File: src/rtl/switch_sweep_ctrl.sv
// Sweeps a 3-input SWITCH through all 8 input combinations, captures its truth table
// and checks it against a latched expected table. 'table' is a reserved word, so that port is tbl.
module switch_sweep_ctrl #(
   parameter int unsigned DWELL = 20
) (
   input  logic       clk,
   input  logic       rst,
   input  logic       start,
   input  logic       abort,
   input  logic [7:0] expected,
   input  logic       y_in,
   output logic       x1,
   output logic       x2,
   output logic       x3,
   output logic       busy,
   output logic       done,
   output logic       pass,
   output logic [7:0] tbl,
   output logic [7:0] mismatch,
   output logic [2:0] idx
);

   localparam int unsigned CW = (DWELL > 1) ? $clog2(DWELL) : 1;
   localparam logic [CW-1:0] CNT_LAST = CW'(DWELL - 1);

   typedef enum logic [1:0] {IDLE, SWEEP, DONE} state_t;

   state_t        state;
   logic [CW-1:0] cnt;
   logic [7:0]    exp_q;

   assign {x1, x2, x3} = (state == IDLE) ? 3'b000 : idx;

   always_ff @(posedge clk) begin
      if (rst) begin
         state    <= IDLE;
         idx      <= '0;
         cnt      <= '0;
         exp_q    <= '0;
         busy     <= 1'b0;
         done     <= 1'b0;
         pass     <= 1'b0;
         tbl      <= '0;
         mismatch <= '0;
      end else begin
         case (state)
            IDLE: begin
               done <= 1'b0;
               if (start && !abort) begin
                  exp_q    <= expected;
                  tbl      <= '0;
                  mismatch <= '0;
                  pass     <= 1'b0;
                  idx      <= '0;
                  cnt      <= '0;
                  busy     <= 1'b1;
                  state    <= SWEEP;
               end
            end
            SWEEP: begin
               if (abort) begin
                  // partial table is kept for inspection; no done pulse
                  state <= IDLE;
                  busy  <= 1'b0;
                  idx   <= '0;
                  cnt   <= '0;
               end else if (cnt == CNT_LAST) begin
                  tbl[idx] <= y_in;
                  cnt      <= '0;
                  if (idx == 3'd7) begin
                     state <= DONE;
                     busy  <= 1'b0;
                     done  <= 1'b1;
                  end else begin
                     idx <= idx + 3'd1;
                  end
               end else begin
                  cnt <= cnt + 1'b1;
               end
            end
            DONE: begin
               // tbl already holds bit 7 written on the DONE-entry edge
               done     <= 1'b0;
               pass     <= (tbl == exp_q);
               mismatch <= tbl ^ exp_q;
               idx      <= '0;
               state    <= IDLE;
            end
            default: begin
               state <= IDLE;
               busy  <= 1'b0;
               done  <= 1'b0;
            end
         endcase
      end
   end

endmodule
File: config.mk
export PLATFORM = sky130hd
export DESIGN_NAME = switch_sweep_ctrl
export DESIGN_NICKNAME = d
export VERILOG_FILES = /design/src/rtl/switch_sweep_ctrl.sv
export SDC_FILE = /design/constraint.sdc
export NUM_CORES = 1
export LEC_CHECK = 0
export ABC_AREA = 1
export BUFFER_PORTS_ARGS = -buffer_cell sky130_fd_sc_hd__buf_2
export CORE_MARGIN = 2
export CORE_UTILIZATION = 40
export DETAILED_ROUTE_END_ITERATION = 8
export PLACE_DENSITY_LB_ADDON = 0.2
export SETUP_SLACK_MARGIN = 0.3
export SYNTH_ARGS = -nofsm -noshare
export SYNTH_HDL_FRONTEND = slang
export SYNTH_SLANG_ARGS = --single-unit
File: constraint.sdc
create_clock -name clk -period 1.36 [get_ports clk]
set_input_delay 0.272 -clock clk [delete_from_list [all_inputs] [get_ports clk]]
set_output_delay 0.272 -clock clk [all_outputs]
set_load 0.01 [all_outputs]
Word-level counts from Yosys, hierarchy flattened:

Cells that the tools add are included.

* add/sub/neg operators: 2
* multiply operators: 0
* div/mod/pow operators: 0
* order comparisons: 2
* equal/unequal tests: 11
* shift operators: 0
* muxes and demuxes: 30
* bitwise operators: 4
* reduce and logical (&&, ||, !) cells: 16

Operators by type and width (number)
* $pmux 8 s2: 2
* $mux 8: 3
* $mux 3: 5
* $mux 5: 3
* $reduce_and 4->1: 3
* $pmux 5 s2: 1
* $ne 3x3->1 const B: 3
* $pmux 3 s3: 1
* $bwmux 8: 1
* $eq 8x8->1: 1
* $mux 2: 4
* $xor 8x8->8: 1
* $mux 1: 6
* $reduce_and 2->1: 3
* $reduce_and 3->1: 2
* $add 5x1->5 const B: 1
* $eq 5x5->1 const B: 1
* $lt 3x4->1 const B: 1
* $ne 2x2->1 const B: 2
* $pmux 2 s2: 1
* $reduce_bool 2->1: 2
* $add 3x1->3 const B: 1
* $demux 1 s3: 1
* $eq 3x3->1 const B: 1
* other kinds (12): 15

* register bits: 37
* latch bits: 0
* memory bits (writable): 0
* memory bits (read-only): 0
* bits of input ports: 13
* output and inout port bits: 25
* logic and storage cells: 74
* memories kept: 0

Logic depth before layout (Yosys ltp):

Gate-level depths: netlist (run 1).

* depth in word-level cells: 8
* gate-level depth with buffers: 9
* gate-level depth less buffers: 9

Worst setup path after synthesis (run 1):

No wires, ideal clock.

* path type: register to register
* start point: register idx[1]
* end point: register idx[0]
* setup time: 0.114 ns
* data arrival time: 1.276 ns
* data required time: 1.246 ns
* setup slack: -0.030 ns
* stages on the path, launching flop included: 10
* buffers on the path: 0
* clock period less this slack: 1.390 ns
* cells stage by stage: dfxtp_1 > ha_1 > ha_1 > inv_1 > o21ai_0 > nand2_1 > nand3_2 > nand2_1 > nand2_1 > nor2_1

* word-level cells in the longest chain between the ends: 3

Ends and longest elaborated chain
* from (decl): RTL line 20 `output logic [2:0] idx`
* from (signal assigned): RTL line 75 `idx <= idx + 3'd1;`
* $eq 3x3->1: RTL line 70 `if (idx == 3'd7) begin`
* $ne 3x3->1 (no line)
* $reduce_and 4->1 (no line)

Every way passes these cells.
A chain may end at the register's enable or synchronous reset.

Worst setup path in the final report (run 1):

* start point: register idx[1]
* end point: register idx[1]

* word-level cells in the longest chain between the ends: 5

Ends and longest elaborated chain
* $add 3x1->3: RTL line 75
* $mux 3: RTL line 70
* $mux 3: RTL line 67 `end else if (cnt == CNT_LAST) begin`
* $mux 3: RTL line 61 `if (abort) begin`
* $pmux 3 s3: RTL line 46 `case (state)`

Several ways; a longest one is shown, not always the timed one. The select of a mux whose other input is x is not followed.

==> results of run 1 <==
## cell families (layout without fill, tap and decap cells)
kind of cell,count (synthesis),count (layout),share of synthesized area
AOI/OAI and AO/OA,42,42,0.1153
buffers and inverters,45,116,0.09966
xor gates and xnor gates,4,4,0.01899
DFF,37,37,0.4014
adders and majority gates,3,3,0.02034
and+or+nand+nor,142,145,0.3444
## power breakdown
group	internal, W	switching, W	leakage, nW	total, W
registers	0.00110	0.0000236	0.310	0.00113
clock network	0.000470	0.000403	0.0534	0.000873
logic	0.000204	0.000303	0.936	0.000507
## worst max-delay path: stages, from the launching register on
cell and delay (ns):
dfxtp_4 0.37, ha_4 0.13, ha_4 0.13, inv_4 0.03
o21ai_2 0.15, nand2_2 0.11, buf_4 0.15, nand4_1 0.08
a21oi_1 0.07
## per-layer routing
| layer | routed length [um] | up-vias |
|---|---|---|
| li1 | - | 1030 |
| met1 | 2515 | 892 |
| met2 | 2535 | 52 |
| met3 | 258 | 9 |
| met4 | 96 | 0 |
| met5 | 0 | - |
## flip-flops by register name, indices dropped and copies added (netlist names), 2 cells and up
register  flops
state         2
cnt           5
tbl           8
exp_q         8
mismatch      8
idx           3
## layout by cell type (no fill, tap or decap), types with 2 or more instances in the layout
master | synthesis | layout
ha_4 | 0 | 3
nor2_4 | 1 | 4
dfxtp_1 | 37 | 21
buf_4 | 0 | 21
nand2_1 | 66 | 54
o21ai_1 | 0 | 4
o21ai_2 | 0 | 4
inv_4 | 0 | 3
dfxtp_2 | 0 | 8
xor2_1 | 3 | 3
buf_2 | 2 | 26
dfxtp_4 | 0 | 8
inv_1 | 36 | 26
a21oi_2 | 0 | 10
a21oi_1 | 30 | 20
inv_2 | 1 | 6
nor2_1 | 25 | 23
o21ai_0 | 11 | 3
nand2_4 | 1 | 6
nand4_1 | 10 | 10
nand2_2 | 3 | 7
clkbuf_8 | 0 | 5
nand2_8 | 0 | 6
buf_6 | 1 | 21
nor2_2 | 3 | 2
nand3_1 | 28 | 20
nand3_2 | 1 | 8
## metrics by stage
stage | setup WS, ns | TNS (ns) | instance area [um^2]
final | 0.02441 | 0 | 2938
after global routing | -0.03029 | -0.06782 | 2938
after CTS | 0.05586 | 0 | 2619
after detailed placement | 0.06060 | 0 | 2230
after global placement | 0.09530 | 0 | 2230
after floorplan | 0.1271 | 0 | 1976
## area by class of cell
cell class | instances | area share
clock inverters | 1 | 0.001704
repair buffers | 70 | 0.1904
clock buffers | 7 | 0.03322
well taps | 52 | 0.02215
multi-input cells | 194 | 0.4285
inverters | 38 | 0.05835
flip-flops and latches | 37 | 0.2658
## final timing paths
| path | start | endpoint | depth (start not counted) |
|---|---|---|---|
| worst min register to register | mismatch[4]$_SDFFE_PP0P_ | mismatch[4]$_SDFFE_PP0P_ | 2 |
| worst max-delay path | idx[1]$_SDFFE_PP0P_ | idx[1]$_SDFFE_PP0P_ | 8 |
| worst min-delay path | expected[5] | exp_q[5]$_SDFFE_PP0P_ | 3 |
| worst max register to register | idx[1]$_SDFFE_PP0P_ | idx[1]$_SDFFE_PP0P_ | 8 |
## what timing repair did
| item | 4_1_cts | 5_1_grt |
|---|---|---|
| buffers inserted | 15 | 11 |
| resized for setup | 43 | 58 |
| hold endpoints to repair | 0 | 0 |
| cloned | 3 | 0 |
| setup endpoints to repair | 47 | 53 |
| pin swaps | 13 | 25 |
==> impl_metrics.py, run 1 <==
metrics = {
    "cts": {
        "insertion_delay_ns": 0.30,
        "cts.sinks": 37,
        "cts-root-buf": "clkbuf_8",
        "clk_pin_slew_ns": 0.08,
        "tritoncts": "done",
        "numCtsBuffers": 5,
        "cts_htree_levels": 2,
        "cts.path.max_buffers": 2,
        "ctsHoldBuffers": 0,
    },
    "logic_synthesis": {
        "synthFlopType": "dfxtp_1",
        "synth_cell_types": 25,
        "synthTopCellsByCount": "nand2_1, dfxtp_1, inv_1, a21oi_1, nand3_1",
        "synth_warnings": 0,
        "ys_ff_latch": 37,
        "synth_nets": 289,
        "yosys.area.top_type_share": 0.4014,
        "synth_area_leaders": "dfxtp_1, nand2_1, a21oi_1, nand3_1, inv_1",
        "synth_most_common_cell": "nand2_1",
        "yosysSeqAreaShare": 0.4014,
        "synth_edf_count": 0,
        "synthArstFlopShare": 0,
        "syn-cell-area_um2": 1846,
        "avgSynthCellArea_um2": 6.760,
        "netlist_instances": 273,
        "yosysTopAreaCell": "dfxtp_1",
    },
    "global_routing": {
        "top_usage_layer": "met2",
        "grt_pass1_wl_mm": 8.211,
        "use_met3": 0.04722,
        "grt_use_met2": 0.3241,
        "track_usage": 0.2050,
        "gr-total-overflow": 0,
        "use_met1": 0.2764,
        "grt_pass1_vias": 1712,
        "antenna_found_initial": 0,
        "grt_max_degree": 27,
    },
    "timing": {
        "fin_skew_ns": 0.01062,
        "fmax_ghz": 0.7487,
        "slew_headroom": 0.6654,
        "final_hold_viol_count": 0,
        "finalCritPeriodShare": 0.9821,
        "min_period_ns": 1.336,
        "setup_viol": 0,
        "hold_ws_ns": 0.2152,
        "rsz0062_at_grt": "yes",
        "slew_viol_final": 0,
        "max_slew.worst_pin.slew_ns": 0.5014,
    },
    "finish": {
        "area_growth_pct": 59.19,
        "final_core_utilization": 0.6655,
        "layout.nets": 362,
        "antennaDiodeCount": 0,
        "layoutNonFillerInstCount": 399,
        "regArea_um2": 780.7,
        "multiInputGateArea_um2": 1259,
        "n_fill_cell": 340,
        "drive_above_1_share": 0.4611,
    },
    "drt": {
        "route.detailed.drc": 0,
        "avgViaCountPerCell": 4.970,
        "firstDrtPassIters": 5,
        "wl_mm": 5.406,
        "routedWlPerCell_um": 13.55,
        "drt_iter0_markers": 120,
        "antenna_left": 0,
        "vias": 1983,
    },
    "floorplanning": {
        "die-area_um2": 5173,
        "die_w_um": 71.93,
        "die_y_um": 71.93,
        "start_util": 0.4181,
        "core_area_um2": 4414,
        "rows": 24,
        "num_io_pins": 38,
    },
    "power": {
        "total_leakage_power_nw": 1.300,
        "vdd_ir_drop_max_uv": 416.7,
        "power_w": 0.002507,
        "power.density_nw_per_um2": 853.2,
    },
    "critical_path": {
        "crit_type": "reg -> reg",
        "startpoint_type": "flip-flop",
        "cp.required_ns": 1.53,
        "cp.arrival_ns": 1.51,
        "r2r_slack_ns": 0.02,
        "cp-end-kind": "flip-flop",
        "path_max_fanout": 2,
    },
    "run_status": {
        "status": "complete, no violations",
    },
    "worst_hold_path": {
        "min_path_type": "in -> reg",
    },
    "placement": {
        "io_buffers": 37,
        "place.gp.congestion": 0.8749,
        "hpwl_mm": 3.191,
        "dp_cells": 362,
    },
    "flow_run": {
        "maxCapViolations": 0,
    },
}
(Power assumes the default switching activity.)
==> inputs of run 2 (changes only) <==
--- a/config.mk
+++ b/config.mk
@@ -8,10 +8,11 @@
 export ABC_AREA = 1
 export BUFFER_PORTS_ARGS = -buffer_cell sky130_fd_sc_hd__buf_2
 export CORE_MARGIN = 2
-export CORE_UTILIZATION = 40
+export CORE_UTILIZATION = 47
 export DETAILED_ROUTE_END_ITERATION = 8
-export PLACE_DENSITY_LB_ADDON = 0.2
+export PLACE_DENSITY = 0.82
 export SETUP_SLACK_MARGIN = 0.3
+export SKIP_CTS_REPAIR_TIMING = 1
 export SYNTH_ARGS = -nofsm -noshare
 export SYNTH_HDL_FRONTEND = slang
 export SYNTH_SLANG_ARGS = --single-unit
==> impl_metrics.py, run 2 (synthesis gave the netlist of run 1 again) <==
metrics = {
    "worst_hold_path": {
        "min_path_type": "in -> reg",
    },
    "drt": {
        "route.detailed.drc": 0,
        "routedWlPerCell_um": 16.20,
        "avgViaCountPerCell": 5.514,
        "antenna_left": 0,
        "wl_mm": 6.465,
        "drt_iter0_markers": 238,
        "firstDrtPassIters": 4,
        "vias": 2200,
    },
    "placement": {
        "io_buffers": 37,
        "pre_cts_slack_ns": 0.05308,
        "hpwl_mm": 3.115,
        "place.gp.congestion": 0.8272,
    },
    "timing": {
        "setup_viol": 9,
        "fin_skew_ns": 0.008065,
        "slew_headroom": 0.7377,
        "timing.final.ws_setup_ns": -0.04069,
        "rsz0062_at_grt": "yes",
        "final_hold_viol_count": 0,
        "hold_ws_ns": 0.2242,
        "slew_viol_final": 0,
        "timing.setup.tns_ns": -0.2297,
        "min_period_ns": 1.401,
        "fmax_ghz": 0.7139,
        "max_slew.worst_pin.slew_ns": 0.3920,
        "finalCritPeriodShare": 1.030,
    },
    "finish": {
        "antennaDiodeCount": 0,
        "n_fill_cell": 219,
        "final_core_utilization": 0.8067,
        "area_growth_pct": 62.44,
        "most-common-layout-cells": "nand2_1, inv_1, buf_2, buf_6, buf_4",
        "regArea_um2": 804.5,
        "drive_above_1_share": 0.4729,
        "layout.nets": 366,
        "multiInputGateArea_um2": 1220,
        "layout_commonest_cell": "nand2_1",
        "reg_top3": "exp_q: 8 flops, mismatch: 8 flops, tbl: 8 flops",
    },
    "cts": {
        "cts.sinks": 37,
        "cts-root-buf": "clkbuf_8",
        "numCtsBuffers": 5,
        "tritoncts": "done",
        "clk_pin_slew_ns": 0.08,
        "cts_htree_levels": 2,
        "cts.path.max_buffers": 2,
        "insertion_delay_ns": 0.31,
    },
    "flow_run": {
        "maxCapViolations": 0,
    },
    "power": {
        "vdd_ir_drop_max_uv": 704.0,
        "total_leakage_power_nw": 1.335,
        "power.density_nw_per_um2": 940.5,
    },
    "critical_path": {
        "crit_type": "reg -> reg",
        "cp.required_ns": 1.58,
        "cp.arrival_ns": 1.62,
        "startpoint_type": "flip-flop",
        "cp-end-kind": "flip-flop",
        "path_max_fanout": 8,
    },
    "floorplanning": {
        "core_area_um2": 3716,
        "start_util": 0.4966,
        "num_io_pins": 38,
        "die_y_um": 66.66,
        "die-area_um2": 4444,
        "die_w_um": 66.66,
        "rows": 22,
    },
    "global_routing": {
        "track_usage": 0.2188,
        "gr-total-overflow": 0,
        "grt_pass1_vias": 1679,
        "antenna_found_initial": 0,
        "grt_max_degree": 27,
        "grt_pass1_wl_mm": 7.389,
    },
    "run_status": {
        "violations": "negative setup slack",
        "status": "finished with violations",
    },
}
run 2: worst paths after layout:
check	startpoint	to	slack, ns	depth (start not counted)
worst min-delay path	expected[2]	exp_q[2]$_SDFFE_PP0P_	0.22	3
worst max-delay path	cnt[0]$_SDFFE_PP0P_	tbl[7]$_SDFFE_PP0P_	-0.04	9
worst max register to register	cnt[0]$_SDFFE_PP0P_	tbl[7]$_SDFFE_PP0P_	-0.04	9
worst min register to register	mismatch[7]$_SDFFE_PP0P_	mismatch[7]$_SDFFE_PP0P_	0.45	2
run 2: through the flow:
| step | std cells | area (um^2) | power [W] |
|---|---|---|---|
| finish | 399 | 2998 | 0.002819 |
| global route | 399 | 2998 | 0.002915 |
| CTS | 365 | 2355 | 0.002639 |
| detailed placement | 357 | 2217 | 0.001476 |
| global placement | 357 | 2217 | 0.001466 |
| floorplan | 273 | 1976 | 0.001399 |
run 2: routing by layer:
metal,vias up,GRT usage,wire length (um)
met3,30,0.05068,400
met1,1017,0.2708,2591
met2,110,0.3575,3217
li1,1043,-,-
met4,0,0.1020,256
met5,-,0,0
run 2: power breakdown:
part	internal (W)	total, W	switching, W
clock network	0.000739	0.00119	0.000448
registers	0.00109	0.00112	0.0000296
logic	0.000212	0.000511	0.000299
run 2: area by class of cell:
class / instances / area share
Multi-Input combinational cell: 193 / 0.4069
Sequential cell: 37 / 0.2684
Timing Repair Buffer: 75 / 0.2053
Inverter: 38 / 0.05342
Clock buffer: 5 / 0.02295
Clock inverter: 3 / 0.02295
Tap cell: 48 / 0.02003
run 2: worst max-delay path, cell delays in order (launching register included):
cell and delay [ns]:
dfxtp_4 0.36, ha_4 0.17, nand2_2 0.07, inv_2 0.05, nand2_4 0.12, buf_6 0.13, nand2_8 0.07, nand3_2 0.08
nand2_1 0.05, a21oi_1 0.20
==> inputs of run 3 (changes only) <==
--- a/config.mk
+++ b/config.mk
@@ -10,8 +10,7 @@
 export CORE_MARGIN = 2
 export CORE_UTILIZATION = 47
 export DETAILED_ROUTE_END_ITERATION = 8
-export PLACE_DENSITY = 0.82
-export SETUP_SLACK_MARGIN = 0.3
+export PLACE_DENSITY = 0.73
 export SKIP_CTS_REPAIR_TIMING = 1
 export SYNTH_ARGS = -nofsm -noshare
 export SYNTH_HDL_FRONTEND = slang
==> impl_metrics.py, run 3 (synthesis gave the netlist of run 1 again) <==
metrics = {
    "timing": {
        "setup_viol": 1,
        "max_slew.worst_pin.slew_ns": 0.3589,
        "fmax_ghz": 0.7271,
        "final_hold_viol_count": 0,
        "slew_headroom": 0.7605,
        "min_period_ns": 1.375,
        "hold_ws_ns": 0.2289,
        "finalCritPeriodShare": 1.011,
        "rsz0062_at_grt": "yes",
        "timing.final.ws_setup_ns": -0.01541,
        "fin_skew_ns": 0.01224,
        "slew_viol_final": 0,
        "timing.setup.tns_ns": -0.01541,
    },
    "finish": {
        "layout_commonest_cell": "nand2_1",
        "reg_top3": "exp_q: 8 flops, mismatch: 8 flops, tbl: 8 flops",
        "regArea_um2": 750.7,
        "area_growth_pct": 30.71,
        "layout.nets": 348,
        "fin_area_um2": 2412,
        "drive_above_1_share": 0.2943,
        "multiInputGateArea_um2": 979.7,
        "antennaDiodeCount": 0,
        "most-common-layout-cells": "nand2_1, buf_2, inv_1, dfxtp_1",
        "n_fill_cell": 323,
    },
    "cts": {
        "insertion_delay_ns": 0.30,
        "numCtsBuffers": 5,
        "cts.path.max_buffers": 2,
        "cts.sinks": 37,
        "cts-root-buf": "clkbuf_8",
        "clk_pin_slew_ns": 0.07,
        "tritoncts": "done",
        "cts_htree_levels": 2,
    },
    "critical_path": {
        "crit_type": "reg -> out",
        "worstPathCellList": "buf_6 > clkinvlp_4 > nor2_1 > buf_2",
        "cp.required_ns": 1.09,
        "reg2reg_to": "idx[2]$_SDFFE_PP0P_",
        "cp_slowest_stage_delay_ns": 0.34,
        "r2r_slack_ns": 0.01,
        "crit_cells": 4,
        "cp_num_buf_inv": 3,
        "ff2ff_path_depth": 8,
        "path_delay_family": "buffers and inverters",
        "r2r-start": "idx[0]$_SDFFE_PP0P_",
        "cp.arrival_ns": 1.10,
        "critPathCapture": "x3",
        "worstSetupStartpoint": "idx[0]$_SDFFE_PP0P_",
        "cpMaxStageDelayCell": "dfxtp_2",
        "startpoint_type": "flip-flop",
        "path_max_fanout": 6,
        "cp-end-kind": "output pin",
    },
    "placement": {
        "pre_cts_slack_ns": -0.02061,
        "post_dp_cell_area_um2": 2182,
        "io_buffers": 37,
        "place.gp.congestion": 0.8986,
        "hpwl_mm": 3.128,
    },
    "drt": {
        "routedWlPerCell_um": 11.53,
        "wl_mm": 4.393,
        "top_layer": "met4",
        "drt_iter0_markers": 115,
        "vias": 1916,
        "route.detailed.drc": 0,
        "wl_met1_mm": 2.154,
        "wl_met3_um": 226,
        "route.met2.wl_mm": 1.948,
        "antenna_left": 0,
        "firstDrtPassIters": 4,
        "avgViaCountPerCell": 5.029,
    },
    "floorplanning": {
        "die_y_um": 66.66,
        "die_w_um": 66.66,
        "start_util": 0.4966,
        "rows": 22,
        "num_io_pins": 38,
        "core_area_um2": 3716,
        "die-area_um2": 4444,
    },
    "global_routing": {
        "track_usage": 0.2123,
        "gr-total-overflow": 0,
        "grt_max_degree": 27,
        "grt_pass1_vias": 1617,
        "antenna_found_initial": 0,
        "grt_pass1_wl_mm": 7.141,
    },
    "power": {
        "total_leakage_power_nw": 1.146,
        "power.density_nw_per_um2": 960.8,
        "vdd_ir_drop_max_uv": 499.4,
    },
    "run_status": {
        "violations": "negative setup slack",
        "status": "finished with violations",
    },
    "worst_hold_path": {
        "min_path_type": "in -> reg",
        "whs_path_depth": 3,
    },
    "flow_run": {
        "maxCapViolations": 0,
    },
}
run 3: routing by layer:
layer  vias to the layer above  global-route usage
li1                       1000                   -
met1                       858              0.2934
met2                        52              0.3188
met3                         6             0.05236
met4                         0             0.07908
met5                         -                   0
run 3: report_power, final:
part | switching, W | total, W | internal, W
Combinational | 0.000220 | 0.000369 | 0.000149
Clock | 0.000405 | 0.000816 | 0.000411
Sequential | 0.0000200 | 0.00113 | 0.00111
Total | 0.000645 | 0.00232 | 0.00167
run 3: cell type report:
cell class | instances | area share
multi-input cells | 191 | 0.4061
well taps | 48 | 0.02490
repair buffers | 59 | 0.1551
inverters | 38 | 0.06276
clock inverters | 2 | 0.005705
flip-flops and latches | 37 | 0.3112
clock buffers | 6 | 0.03423
run 3: worst min-delay path by stage:
stage | endpoint | startpoint
after floorplan | exp_q[2]$_SDFFE_PP0P_ | expected[2]
after global routing | exp_q[2]$_SDFFE_PP0P_ | expected[2]
after detailed placement | mismatch[0]$_SDFFE_PP0P_ | mismatch[0]$_SDFFE_PP0P_
after CTS | exp_q[2]$_SDFFE_PP0P_ | expected[2]
final | exp_q[2]$_SDFFE_PP0P_ | expected[2]
after global placement | mismatch[6]$_SDFFE_PP0P_ | mismatch[6]$_SDFFE_PP0P_
run 3: worst min-delay path: stages:
cell	delay, ns
buf_2	0.07
o21ai_0	0.07
nor2_1	0.07
run 3: metrics by stage:
stage | total power, W | std cells | util
after global routing | 0.002427 | 381 | 0.6492
final | 0.002318 | 381 | 0.6492
after detailed placement | 0.001482 | 366 | 0.5872
after CTS | 0.002289 | 374 | 0.6131
after floorplan | 0.001375 | 273 | -
after global placement | 0.001476 | 366 | 0.5872
